File: src/rtl/cpu_pkg.sv
// Constants and types shared by the fetch-side control blocks.
// The enum ordering gives BOOT the all-zero encoding.
package cpu_pkg;

  localparam int XLEN = 32;

  typedef enum logic [1:0] {
    BOOT = 2'd0,
    RUN  = 2'd1,
    PEND = 2'd2
  } pc_ctrl_state_t;

endpackage

File: src/rtl/pc_redirect_arb.sv
// Fixed-priority find-first over redirect sources, lowest index wins; blocked sources are skipped.
// Purely combinational: zero latency and no backpressure of its own.
module pc_redirect_arb #(
  parameter int XLEN  = 32,
  parameter int NSRC  = 4,
  localparam int IDX_W = (NSRC > 1) ? $clog2(NSRC) : 1
) (
  input  logic [NSRC-1:0]      valid,
  input  logic [NSRC*XLEN-1:0] target,
  input  logic [NSRC-1:0]      flush,
  input  logic [NSRC-1:0]      block,
  output logic                 win_valid,
  output logic [IDX_W-1:0]     win_idx,
  output logic [XLEN-1:0]      win_target,
  output logic                 win_flush
);

  // Scan from the youngest source down so the oldest eligible one is written last.
  always_comb begin
    win_valid  = 1'b0;
    win_idx    = '0;
    win_target = '0;
    win_flush  = 1'b0;
    for (int i = NSRC - 1; i >= 0; i--) begin
      if (valid[i] && !block[i]) begin
        win_valid  = 1'b1;
        win_idx    = IDX_W'(i);
        win_target = target[i*XLEN +: XLEN];
        win_flush  = flush[i];
      end
    end
  end

endmodule

File: src/rtl/pc_redirect_ctrl.sv
// Fetch PC sequencer: +4 stepping or prioritised redirect, 1-cycle latency; a redirect seen while
// if_ready=0 is parked (latest wins, flushes OR'd) until accepted. Epoch tag under PC_CTRL_EPOCH_EN.
module pc_redirect_ctrl #(
  parameter int              XLEN     = cpu_pkg::XLEN,
  parameter int              NSRC     = 4,
  parameter logic [XLEN-1:0] RESET_PC = '0,
  parameter int              EPOCH_W  = 2
) (
  input  logic                 clk,
  input  logic                 rst_n,
  input  logic [NSRC-1:0]      src_valid,
  input  logic [NSRC*XLEN-1:0] src_target,
  input  logic [NSRC-1:0]      src_flush,
  input  logic [NSRC-1:0]      src_block,
  input  logic                 if_ready,
  output logic [XLEN-1:0]      target,
  output logic                 target_valid,
  output logic                 flush
`ifdef PC_CTRL_EPOCH_EN
  ,
  output logic [EPOCH_W-1:0]   epoch
`endif
);

  import cpu_pkg::*;

  localparam int              IDX_W      = (NSRC > 1) ? $clog2(NSRC) : 1;
  localparam logic [XLEN-1:0] ALIGN_MASK = ~XLEN'(3);

  pc_ctrl_state_t  state, state_n;
  logic [XLEN-1:0] target_n;
  logic            flush_n;
  logic [XLEN-1:0] pend_target, pend_target_n;
  logic            pend_flush, pend_flush_n;

  logic             win_valid;
  logic [IDX_W-1:0] win_idx;
  logic [XLEN-1:0]  win_target;
  logic             win_flush;
  logic [XLEN-1:0]  win_aligned;
  logic             unused_win_idx;

  pc_redirect_arb #(
    .XLEN (XLEN),
    .NSRC (NSRC)
  ) u_arb (
    .valid      (src_valid),
    .target     (src_target),
    .flush      (src_flush),
    .block      (src_block),
    .win_valid  (win_valid),
    .win_idx    (win_idx),
    .win_target (win_target),
    .win_flush  (win_flush)
  );

  assign unused_win_idx = ^win_idx;
  assign win_aligned    = win_target & ALIGN_MASK;
  assign target_valid   = (state != BOOT);

  always_comb begin
    state_n       = state;
    target_n      = target;
    flush_n       = 1'b0;
    pend_target_n = pend_target;
    pend_flush_n  = pend_flush;
    unique case (state)
      BOOT: state_n = RUN;
      RUN: begin
        if (win_valid) begin
          if (if_ready) begin
            target_n = win_aligned;
            flush_n  = win_flush;
          end else begin
            pend_target_n = win_aligned;
            pend_flush_n  = win_flush;
            state_n       = PEND;
          end
        end else if (if_ready) begin
          target_n = target + XLEN'(4);
        end
      end
      PEND: begin
        // A newer redirect replaces the parked address but never cancels an earlier flush.
        if (win_valid) begin
          pend_target_n = win_aligned;
          pend_flush_n  = pend_flush | win_flush;
        end
        if (if_ready) begin
          target_n      = pend_target_n;
          flush_n       = pend_flush_n;
          pend_flush_n  = 1'b0;
          state_n       = RUN;
        end
      end
      default: state_n = BOOT;
    endcase
  end

  always_ff @(posedge clk) begin
    if (!rst_n) begin
      state       <= BOOT;
      target      <= RESET_PC;
      flush       <= 1'b0;
      pend_target <= '0;
      pend_flush  <= 1'b0;
    end else begin
      state       <= state_n;
      target      <= target_n;
      flush       <= flush_n;
      pend_target <= pend_target_n;
      pend_flush  <= pend_flush_n;
    end
  end

`ifdef PC_CTRL_EPOCH_EN
  always_ff @(posedge clk) begin
    if (!rst_n) begin
      epoch <= '0;
    end else if (flush) begin
      epoch <= epoch + EPOCH_W'(1);
    end
  end
`else
  localparam int unused_epoch_w = EPOCH_W;
`endif

endmodule

File: config.mk
export PLATFORM = sky130hd
export DESIGN_NAME = pc_redirect_ctrl
export DESIGN_NICKNAME = d
export VERILOG_FILES = /design/src/rtl/cpu_pkg.sv /design/src/rtl/pc_redirect_arb.sv /design/src/rtl/pc_redirect_ctrl.sv
export SDC_FILE = /design/constraint.sdc
export NUM_CORES = 1
export LEC_CHECK = 0
export ABC_AREA = 1
export CAP_MARGIN = 20
export CORE_UTILIZATION = 49
export DETAILED_ROUTE_END_ITERATION = 8
export HOLD_SLACK_MARGIN = 0.1
export PLACE_DENSITY = 0.89
export SYNTH_ARGS = -nofsm -noshare
export SYNTH_HDL_FRONTEND = slang
export SYNTH_HIERARCHICAL = 1
export SYNTH_SLANG_ARGS = --single-unit
File: constraint.sdc
create_clock -name clk -period 2.3 [get_ports clk]
set_input_delay 0.46 -clock clk [delete_from_list [all_inputs] [get_ports clk]]
set_output_delay 0.46 -clock clk [all_outputs]
set_load 0.01 [all_outputs]
# Word-level counts from Yosys, hierarchy flattened
# Index checks and enable logic that the tools add are counted.
[word_totals]
reg_bits = 68
inputBits = 143
output_inout_bits = 34
elab_cells = 61
[op_classes]
add_sub_neg = 1
n_eq_ne = 6
muxes = 34
bitwise = 1
reduce_logical = 14
[ops]
columns = ["operator", "n"]
rows = [
  ["32-bit 2-to-1 mux", 11],
  ["32-bit case mux with 2 select lines", 2],
  ["32-bit by 3-bit adder with 32-bit output, second input constant", 1],
  ["1-bit 2-to-1 mux", 15],
  ["3-bit AND reduction", 3],
  ["2-bit 2-to-1 mux", 3],
  ["2-bit inequality test, second input constant", 3],
  ["2-bit case mux with 3 select lines", 1],
  ["1-bit logical AND", 4],
  ["1-bit zero test", 4],
  ["1-bit case mux with 2 select lines", 2],
  ["2-bit nonzero test", 2],
  ["2-bit by 1-bit equality test with 1-bit output, second input constant", 1],
  ["2-bit equality test, second input constant", 1],
  ["2-bit zero test", 1],
  ["2-bit by 1-bit inequality test with 1-bit output, second input constant", 1],
  ["1-bit bitwise OR", 1],
]

# Logic depth before layout (Yosys ltp)
[depth]
word_depth = 10
mapped_depth = 15
depth_no_buf = 12

# Cells and area by module
# Netlist, hierarchy kept.
[by_module_without_submodules]
columns = ["module", "n_inst", "cells_per_inst", "area_each_um2", "seq_area_each_um2"]
rows = [
  ["pc_redirect_ctrl", 1, 675, 4265.3, 1361.3],
  ["pc_redirect_arb", 1, 372, 1740.4, 0.0],
]

# Least setup slack after synthesis
# Ideal clock, no wire load.
[synth_path]
kind = "input -> register"
start = "in src_valid[2]"
end = "reg pend_target[2]"
setup_ns = 0.119
arrival_ns = 1.896
required_time_ns = 2.181
setup_slack_ns = 0.284
path_stages = 14
path_buffers = 3
path_cell_list = "buf_4 nand2_4 buf_4 o21ai_0 inv_1 nand3_1 buf_2 o21ai_1 nor2_1 inv_1 nor2_1 inv_1 o21ai_0 a21oi_1"
[synth_via]
elab_cells_between_ends = 13
cone_classes = "1 x eq/ne; 10 x mux; 2 x reduce/logical"
[synth_lines]
columns = ["element", "line", "rtl"]
rows = [
  ["start: declaration", "pc_redirect_ctrl.sv:11", "input logic [NSRC-1:0] src_valid,"],
  ["1-bit logical AND *", "pc_redirect_arb.sv:25", "if (valid[i] && !block[i]) begin"],
  ["1-bit 2-to-1 mux * (3 in series)", "pc_redirect_arb.sv:25", ""],
  ["via win_valid", "pc_redirect_ctrl.sv:36", "logic win_valid;"],
  ["32-bit 2-to-1 mux / 2-bit by 1-bit inequality test with 1-bit output (equally long branches)", "-", ""],
  ["32-bit case mux with 2 select lines / 3-bit AND reduction (equally long branches)", "-", ""],
  ["end signal: assignment", "pc_redirect_ctrl.sv:111", "pend_target <= pend_target_n;"],
  ["end: declaration", "pc_redirect_ctrl.sv:33", "logic [XLEN-1:0] pend_target, pend_target_n;"],
]
# Mark *: on every way through the listed nets, which the timed path passes. The rest lies on a longest branch. The select of a mux whose other input is x is not followed.
# A chain may end at the register's enable or synchronous reset.

# Final worst setup path
[layout_path]
start = "in src_block[2]"
end = "reg pend_target[11]"
[layout_via]
elab_cells_between_ends = 14
cone_classes = "1 x eq/ne; 10 x mux; 3 x reduce/logical"
[layout_lines]
columns = ["element", "line", "rtl"]
rows = [
  ["start: declaration", "pc_redirect_ctrl.sv:14", "input logic [NSRC-1:0] src_block,"],
  ["1-bit zero test *", "pc_redirect_arb.sv:25", ""],
  ["1-bit logical AND *", "pc_redirect_arb.sv:25", ""],
  ["1-bit 2-to-1 mux * (3 in series)", "pc_redirect_arb.sv:25", ""],
  ["via win_valid", "pc_redirect_ctrl.sv:36", ""],
  ["32-bit 2-to-1 mux / 2-bit by 1-bit inequality test with 1-bit output (equally long branches)", "-", ""],
  ["32-bit case mux with 2 select lines / 3-bit AND reduction (equally long branches)", "-", ""],
]
# Marks and branches as above.

==> qor.csv <==
stage,metric,value,unit
power_and_ir_drop,Pwr Total,6.29,mW
sta,maximum clock frequency,475,MHz
global_routing,initial antenna violation count,0,
route,routed via count,7269,
place,DP HPWL,14100,um
setup_path,crit path DAT,2.31,ns
layout,FILL cells,959,
synthesis,post-synthesis cell count,1023,
setup_path,Critical Path RT,2.51,ns
global_routing,total global routing track utilization,0.315,
floorplan,die area,0.0125,mm^2
cts,cts bufs inserted,9,
cts,clk buf depth,2,
sta,final setup fails,0,
global_routing,met1 track demand over resource,0.363,
synthesis,Avg Inst Size Synth,5.77,um^2
sta,Final Hold Vio Count,0,
cts,clk root buf,clkbuf_16,
setup_path,"Slowest-stage cell, CP",clkdlybuf4s50_1,
power_and_ir_drop,Leak,3.79,nW
sta,skew final,0.00583,ns
route,DRT antenna net count,0,
floorplan,die height,112,um
synthesis,Netlist Area Pre-Place,0.00591,mm^2
cts,clk sinks,68,
setup_path,"CP delay by family, top",buffers and inverters,
cts,clk_lat worst skew,0.35,ns
sta,fin. max-slew vios,0,
sta,slew margin rel.,0.717,
setup_path,crit path kind,input pin to flip-flop,
global_routing,largest net degree at the start of global routing,59,
layout,ANT cells,0,
sta,Slew @ Worst Pin,0.423,ns
global_routing,GRT busiest layer,met2,
setup_path,CP cell instances,clkdlybuf4s50_1 -> inv_2 -> nand2_4 -> o21ai_0 -> inv_1 -> nand3_1 -> buf_12 -> o21ai_1 -> nor2_2 -> buf_12 -> o21ai_0 -> a31oi_1,
run_status,status,finished with violations,
synthesis,Mapped Nets,1170,
min_path,Hold WC Path Type,flip-flop to flip-flop,
job,Maximum Capacitance Violations,0,
cts,# Post-CTS Setup Buffers,0,
floorplan,I/O pin cnt,177,
layout,share of layout cells above drive strength 1,0.155,
setup_path,crit start category,input pin,
global_routing,vias in the first global route,6831,
route,initial DRC count,659,
cts,CTS tree,yes,
sta,TNS Setup,0,ns
floorplan,core footprint,0.0116,mm^2
cts,H-tree depth,3,
route,DR WL/cell,14.3,um
route,Residual DRC,9,
layout,Syn-to-layout area delta,41.0,%
layout,Final #Nets,1358,
synthesis,synth warn,6,
place,RD Place Congestion,0.912,
place,placed insts,1343,
cts,# hold bufs at CTS,0,
floorplan,Row Count,39,
global_routing,M3 GR Usage,0.0670,
setup_path,Critical Path End Type,flip-flop,
run_status,failing checks,DRC,
route,Total Wirelength,19400,um
floorplan,die width,112,um
cts,Resize count post-CTS,0,
floorplan,Initial Utilization,0.511,
global_routing,global route overflow,0,
layout,Post-Layout Cell Count,1358,
sta,RSZ-0062 raised after global routing,false,
global_routing,GRT met2 Usage,0.547,
setup_path,CP max stage delay,0.47,ns
place,IO buf count,168,
power_and_ir_drop,peak supply drop,1.06,mV
sta,final worst-path cycle share,0.915,
cts,clock slew at reported path FFs,0.05,ns
route,Via-to-Cell Ratio,5.35,
global_routing,first-pass GRT wire length,31800,um
setup_path,Buf/Inv on CP,5,
route,number of detailed-route iterations in the first pass,9,
power_and_ir_drop,PwrDens,755,mW/mm^2
setup_path,CP Max Fanout,58,
sta,fin crit period,2.10,ns
==> worst reg2reg max path, stage by stage (launching register included) <==
cell	delay (ns)
dfxtp_1	0.35
inv_1	0.07
ha_1	0.23
nand2_1	0.09
o21ai_1	0.13
nor2_2	0.19
buf_12	0.26
o21ai_0	0.15
a31oi_1	0.19
==> cell type report <==
| cell class | instances | area [um^2] | area share |
|---|---|---|---|
| clock inverters | 2 | 10.0 | 0.00120 |
| clock buffers | 13 | 260 | 0.0313 |
| flip-flops and latches | 68 | 1360 | 0.163 |
| inverters | 110 | 413 | 0.0496 |
| well taps | 143 | 179 | 0.0215 |
| repair buffers | 240 | 2350 | 0.282 |
| multi-input cells | 782 | 3760 | 0.451 |
==> sequential cells by signal, summed over array words and instances, names as in the netlist <==
signal / flops
pend_target: 32
flush: 1
target: 32
pend_flush: 1
state: 2
==> worst paths after layout <==
path	slack (ns)	depth (start not counted)	start	end
max	0.20	12	src_block[2]	pend_target[11]$_SDFFE_PN0P_
min	0.45	2	pend_target[1]$_SDFFE_PN0P_	pend_target[1]$_SDFFE_PN0P_
max reg2reg	0.57	8	state[1]$_SDFFE_PN0P_	pend_target[11]$_SDFFE_PN0P_
min reg2reg	0.45	2	pend_target[1]$_SDFFE_PN0P_	pend_target[1]$_SDFFE_PN0P_
==> through the flow <==
step           hold WS [ns]  cell area (um^2)   util  worst slack (ns)
6_report              0.451              8330  0.720             0.197
5_1_grt               0.466              8330  0.720            0.0323
4_1_cts               0.448              8330  0.720             0.220
3_5_place_dp          0.441              8060  0.697            -0.104
3_3_place_gp          0.429              8060  0.697           -0.0473
2_1_floorplan         0.424              5910      -             0.324
==> cells in the final DEF (no fill, tap or decap), drive strengths merged <==
| cell type | count |
|---|---|
| a2111oi | 1 |
| a21oi | 115 |
| a221oi | 1 |
| a22oi | 1 |
| a31oi | 5 |
| and2 | 2 |
| buf | 72 |
| clkbuf | 13 |
| clkdlybuf4s50 | 168 |
| clkinv | 3 |
| dfxtp | 68 |
| ha | 4 |
| inv | 109 |
| nand2 | 364 |
| nand3 | 80 |
| nand3b | 5 |
| nand4 | 1 |
| nor2 | 83 |
| nor3 | 4 |
| nor4 | 1 |
| o21ai | 104 |
| o22ai | 2 |
| o31ai | 1 |
| o32ai | 2 |
| xnor2 | 1 |
| xor2 | 5 |
==> per-layer routing <==
| layer | up-vias | routed length, um |
|---|---|---|
| li1 | 3649 | - |
| met3 | 62 | 1340 |
| met5 | - | 0 |
| met4 | 0 | 804 |
| met2 | 331 | 9570 |
| met1 | 3227 | 7730 |
==> where the power goes <==
part           switching, mW  internal [mW]  total (mW)  leakage [nW]
sequential             0.367           1.54        1.91         0.559
clock                  0.523          0.779        1.30         0.135
combinational           1.71           1.37        3.07          3.10
Note: power is estimated with default switching activity, not from simulation.
